==> config.mk <==
export PLATFORM = sky130hd
export DESIGN_NAME = vfpu_job_sequencer
export DESIGN_NICKNAME = d
export VERILOG_FILES = /design/src/rtl/vfpu_job_sequencer.sv
export SDC_FILE = /design/constraint.sdc
export NUM_CORES = 1
export LEC_CHECK = 0
export ABC_AREA = 1
export BUFFER_PORTS_ARGS = -buffer_cell sky130_fd_sc_hd__clkbuf_2
export CORE_ASPECT_RATIO = 0.5
export CORE_MARGIN = 5
export CORE_UTILIZATION = 55
export DETAILED_ROUTE_END_ITERATION = 12
export HOLD_SLACK_MARGIN = 0.1
export PLACE_DENSITY = 0.86
export SLEW_MARGIN = 30
export SYNTH_ARGS = -nofsm -noshare
export SYNTH_HDL_FRONTEND = slang
export SYNTH_SLANG_ARGS = --single-unit
export TNS_END_PERCENT = 50
==> constraint.sdc <==
create_clock -name clk_i -period 2.8 [get_ports clk_i]
set_input_delay 0.14 -clock clk_i [delete_from_list [all_inputs] [get_ports clk_i]]
set_output_delay 0.14 -clock clk_i [all_outputs]
set_load 0.005 [all_outputs]
==> src/rtl/vfpu_job_sequencer.sv <==
// Per-job sequencer for the vector FPU: starts the source/sink streamers, meters
// operand issue against the FPU pipeline credit and reports job completion.
module vfpu_job_sequencer #(
    parameter int NB_OPERANDS  = 2,
    parameter int CNT_WIDTH    = 16,
    parameter int MAX_INFLIGHT = 4
) (
    input  logic                   clk_i,
    input  logic                   rst_ni,
    input  logic                   clear_i,
    input  logic                   start_i,
    input  logic [CNT_WIDTH-1:0]   n_elems_i,
    input  logic [NB_OPERANDS-1:0] src_ready_start_i,
    input  logic                   sink_ready_start_i,
    input  logic                   sink_done_i,
    output logic [NB_OPERANDS-1:0] src_req_start_o,
    output logic                   sink_req_start_o,
    input  logic                   issue_valid_i,
    output logic                   issue_ready_o,
    input  logic                   fpu_ready_i,
    input  logic                   res_valid_i,
    input  logic                   res_ready_i,
    output logic                   busy_o,
    output logic                   done_o,
    output logic [2:0]             state_dbg_o
);

    localparam int IW = $clog2(MAX_INFLIGHT + 1);

    // Handshakes: a transfer happens on a rising clock edge where valid and
    // ready are both high; ready never depends on valid in this block.
    typedef enum logic [2:0] {
        IDLE  = 3'd0,
        START = 3'd1,
        RUN   = 3'd2,
        DRAIN = 3'd3,
        DONE  = 3'd4
    } state_t;

    state_t               state_q, state_d;
    logic [CNT_WIDTH-1:0] n_q, issued_q, results_q;
    logic [IW-1:0]        inflight_q;

    logic job_accept;
    logic all_ready;
    logic issue_fire;
    logic issue_last;
    logic res_fire;
    logic res_count;
    logic results_done;

    assign job_accept = (state_q == IDLE) && start_i;
    assign all_ready  = (&src_ready_start_i) && sink_ready_start_i;

    assign issue_ready_o = (state_q == RUN) && fpu_ready_i &&
                           (inflight_q < IW'(MAX_INFLIGHT)) && (issued_q < n_q);
    assign issue_fire    = issue_valid_i && issue_ready_o;
    assign issue_last    = issue_fire && ((issued_q + CNT_WIDTH'(1)) == n_q);

    assign res_fire  = res_valid_i && res_ready_i && ((state_q == RUN) || (state_q == DRAIN));
    assign res_count = res_fire && (results_q != n_q);
    // Looks one result ahead so completion is seen in the cycle of the last result.
    assign results_done = (results_q == n_q) ||
                          (res_count && ((results_q + CNT_WIDTH'(1)) == n_q));

    always_comb begin
        state_d = state_q;
        case (state_q)
            IDLE:    if (start_i) state_d = (n_elems_i == '0) ? DONE : START;
            START:   if (all_ready) state_d = RUN;
            RUN:     if (issue_last) state_d = DRAIN;
            DRAIN:   if (results_done && sink_done_i) state_d = DONE;
            DONE:    state_d = IDLE;
            default: state_d = IDLE;
        endcase
    end

    assign src_req_start_o  = (state_q == START) ? '1 : '0;
    assign sink_req_start_o = (state_q == START);
    assign busy_o           = (state_q != IDLE);
    assign done_o           = (state_q == DONE);
    assign state_dbg_o      = state_q;

    always_ff @(posedge clk_i or negedge rst_ni) begin
        if (!rst_ni) begin
            state_q <= IDLE;
        end else if (clear_i) begin
            state_q <= IDLE;
        end else begin
            state_q <= state_d;
        end
    end

    always_ff @(posedge clk_i or negedge rst_ni) begin
        if (!rst_ni) begin
            n_q        <= '0;
            issued_q   <= '0;
            results_q  <= '0;
            inflight_q <= '0;
        end else if (clear_i) begin
            n_q        <= '0;
            issued_q   <= '0;
            results_q  <= '0;
            inflight_q <= '0;
        end else if (job_accept) begin
            n_q        <= n_elems_i;
            issued_q   <= '0;
            results_q  <= '0;
            inflight_q <= '0;
        end else begin
            if (issue_fire) issued_q <= issued_q + CNT_WIDTH'(1);
            if (res_count) results_q <= results_q + CNT_WIDTH'(1);
            // A result with nothing in flight is a protocol error; hold at zero.
            if (issue_fire && !res_fire) begin
                inflight_q <= inflight_q + IW'(1);
            end else if (!issue_fire && res_fire && (inflight_q != '0)) begin
                inflight_q <= inflight_q - IW'(1);
            end
        end
    end

    res_underflow_a: assert property (@(posedge clk_i) disable iff (!rst_ni)
        !(res_fire && !clear_i && (inflight_q == '0)));

endmodule

==> results.ini <==
[run_status]
run_status = completed

[floorplanning]
io_pins = 37
die_x_um = 133
core_mm2 = 0.00735
die_y_um = 71.5
rows = 22
start_util_pct = 56.6
die_area_mm2 = 0.00951

[yosys]
syn_area_per_cell_um2 = 6.67
ys_seq_area_share_pct = 32.5
netlist_area_mm2 = 0.00416
synth_nets = 671
synth_top_area_share_pct = 32.5
synthTopCellsByArea = dfrtp_1 32%, nand2_1 15%, nand3_1 9.5%, inv_1 8.0%, ha_1 5.4%
async_reset_ff_share_pct = 100
synth_edf_count = 0
synth_cells = 624
yosysUniqueCellTypes = 37
synthFlopType = dfrtp_1
ys_warn_count = 0
synth_area_leader_cell = dfrtp_1
ys_ff_latch = 54

[global_routing]
grt_use_total_pct = 24.7
grt_max_degree = 42
grt_pass1_vias = 3839
antenna_found_initial = 0
top_usage_layer = met1
use_met3_pct = 6.10
grt_use_met2_pct = 36.1
grt_use_met1_pct = 36.6
gr-total-overflow = 0
grt_pass1_wl_um = 19000

[cts]
cts-buffers-inserted = 5
h-tree-depth = 2
clk_latency_ps = 300
tritoncts = yes
clockRootBuffer = clkbuf_16
path_clk_slew_ps = 70
cts.repair.resized = 0
cts_sinks = 54
cts_max_path_buffers = 2
cts_setup_buffers = 0

[min_path]
hold_path_class = primary input to register
hold_path_depth = 3
whs_endpoint = n_q[6]
hold_start = n_elems_i[6]

[critical_path]
cp_num_buf_inv = 2
reg2reg_to = inflight_q[1]
cp.required_ps = 3030
cpPeakStageDelay_ps = 430
crit_top_cell = nand2_1
timing.rr.start = n_q[6]
crit_fanout = 6
critPathArrivalTime_ps = 2730
startpoint_type = register
reg2reg_depth = 13
crit_family = simple AND/OR/NAND/NOR gates
crit_type = register to register
ff2ff_setup_slack_ps = 300
cp_slowest_cell = dfrtp_1
path_cells = inv_1 -> ha_1 -> nand2_1 -> nor2_1 -> a211oi_1 -> nand2_1 -> nand2_1 -> nand2_1 -> nor2_2 -> nand2_1 -> inv_1 -> fa_1 -> o22ai_1
cp-end-kind = register

[place]
hpwl_um = 9120
placed_cells = 752
globalplace.congestion = 1.01
port_buffers = 36

[drt]
initialDrtViolationCount = 563
via_count = 4324
drtPass1Iterations = 7
drc = 0
wl_per_cell_um = 15.0
ant_nets = 0
routed_wl_um = 11400
avgViaCountPerCell = 5.67

[sta]
fmax_ghz = 0.400
slew_headroom_pct = 55.4
post-route-period-util_pct = 89.3
slew_viol_final = 0
hold_viol = 0
worstMarginPinSlew_ps = 670
period_needed_ps = 2500
rsz0062_at_grt = false
setup_viol = 0
fin_skew_ps = 6.73
tns_ps = 0

[power]
power_leakage_nw = 2.22
peakVddDrop_uv = 255
p_per_area_mw_per_mm2 = 506

[cells_and_area]
finalNetCount = 713
fill_cells = 652
antenna_cells = 0
syn2layout_area_growth_pct = 11.5
drive_gt1_share_pct = 10.2
final_cells = 763

[flow_run]
cap_violations = 0

==> synthesized netlist by cell type, types with 2 or more instances <==
master,number
o21ai_0,38
nand2_2,4
nor2_1,58
nor3b_1,2
nor2_4,5
xnor2_1,5
nor4_1,4
xor2_1,8
dfrtp_1,54
clkbuf_1,6
nand3_1,79
o22ai_1,16
o21ai_1,4
a21oi_1,13
nand4_1,16
a211oi_1,2
nor3_2,3
a31oi_1,3
and2_1,2
nor3_1,9
buf_4,3
nand2_1,167
nor2_2,4
inv_1,89
ha_1,18
==> registers in the layout, summed over array words and instances, names as in the netlist <==
signal,cells
n_q,16
state_dbg_o,3
results_q,16
inflight_q,3
issued_q,16
==> power by group <==
part	internal, W	switching [W]	leakage [nW]
logic	0.000279	0.000483	1.41
clock network	0.000355	0.000304	0.0729
registers	0.000849	0.0000779	0.734
total	0.00148	0.000865	2.22
==> placed cells by master, fill, tap and decap left out, types with 2 or more instances in the layout <==
| cell | Yosys | final |
|---|---|---|
| xor2_1 | 8 | 8 |
| clkbuf_16 | 0 | 5 |
| a211oi_1 | 2 | 2 |
| nor2_2 | 4 | 4 |
| nor3_1 | 9 | 9 |
| nand4_1 | 16 | 16 |
| o21ai_1 | 4 | 4 |
| nand2_2 | 4 | 4 |
| a31oi_1 | 3 | 3 |
| a21oi_1 | 13 | 13 |
| o21ai_0 | 38 | 38 |
| nor3_2 | 3 | 3 |
| nor3b_1 | 2 | 2 |
| xnor2_1 | 5 | 5 |
| nand3_1 | 79 | 79 |
| nor2_4 | 5 | 5 |
| and2_1 | 2 | 2 |
| nor2_1 | 58 | 58 |
| clkbuf_2 | 0 | 36 |
| nor4_1 | 4 | 4 |
| inv_1 | 89 | 89 |
| nand2_1 | 167 | 167 |
| dlygate4sd3_1 | 0 | 3 |
| buf_4 | 3 | 6 |
| ha_1 | 18 | 18 |
| o22ai_1 | 16 | 16 |
| dfrtp_1 | 54 | 54 |
==> per-stage QoR <==
| stage | utilization [%] | instance area [um2] | total power [W] | hold slack, ps | worst slack, ps |
|---|---|---|---|---|---|
| after CTS | 63.1 | 4640 | 0.00234 | 100 | 371 |
| after floorplan | - | 4160 | 0.00146 | -156 | 674 |
| after detailed placement | 60.6 | 4460 | 0.00169 | 204 | 385 |
| after global routing | 63.1 | 4640 | 0.00251 | 104 | 90.0 |
| after global placement | 60.6 | 4460 | 0.00167 | 197 | 464 |
| final | 63.1 | 4640 | 0.00235 | 91.3 | 300 |
==> routing by layer <==
| layer | part of all wire, % | vias to the layer above |
|---|---|---|
| met5 | 0 | - |
| met4 | 1.6 | 0 |
| met3 | 10 | 23 |
| met2 | 42 | 205 |
| met1 | 46 | 1958 |
| li1 | - | 2138 |
==> worst min-delay path, stage by stage <==
cell,delay [ps]
clkbuf_2,90
nand3_1,70
o21ai_0,60
==> cells by family (layout without fill, tap and decap cells) <==
| family | after synthesis | after routing | share of synthesized area (%) |
|---|---|---|---|
| AND/OR/NAND/NOR | 357 | 357 | 38.6 |
| buffers and inverters | 101 | 144 | 9.41 |
| AO/OA/AOI/OAI | 79 | 79 | 10.4 |
| flip-flops | 54 | 54 | 32.5 |
| adder cells (fa/ha/maj) | 19 | 19 | 5.89 |
| XOR/XNOR | 14 | 14 | 3.28 |
==> final cells by class <==
cell class                      count  area, um2  share of cell area, %
Timing Repair Buffer               45        255                   5.50
Clock buffer                        6        139                   2.99
Inverter                           91        342                   7.36
Tap cell                           96        120                   2.59
Clock inverter                      2       12.5                  0.270
Multi-Input combinational cell    469       2420                   52.1
Sequential cell                    54       1350                   29.1
==> worst max-delay path by stage <==
| stage | slack (ps) | depth (start not counted) | start | end |
|---|---|---|---|---|
| 3_5_place_dp | 380 | 13 | n_q[1] | inflight_q[1] |
| 5_1_grt | 90 | 13 | n_q[5] | inflight_q[1] |
| 2_1_floorplan | 670 | 13 | n_q[5] | inflight_q[1] |
| 4_1_cts | 370 | 13 | n_q[1] | inflight_q[1] |
| 3_3_place_gp | 460 | 13 | n_q[1] | inflight_q[1] |
| 6_report | 300 | 13 | n_q[6] | inflight_q[1] |
==> timing repair <==
| action | CTS | global route |
|---|---|---|
| hold buffers | 3 | 0 |
| endpoints found under the setup margin | 0 | 0 |
| endpoints found under the hold margin | 25 | 0 |
(Power assumes the default switching activity.)
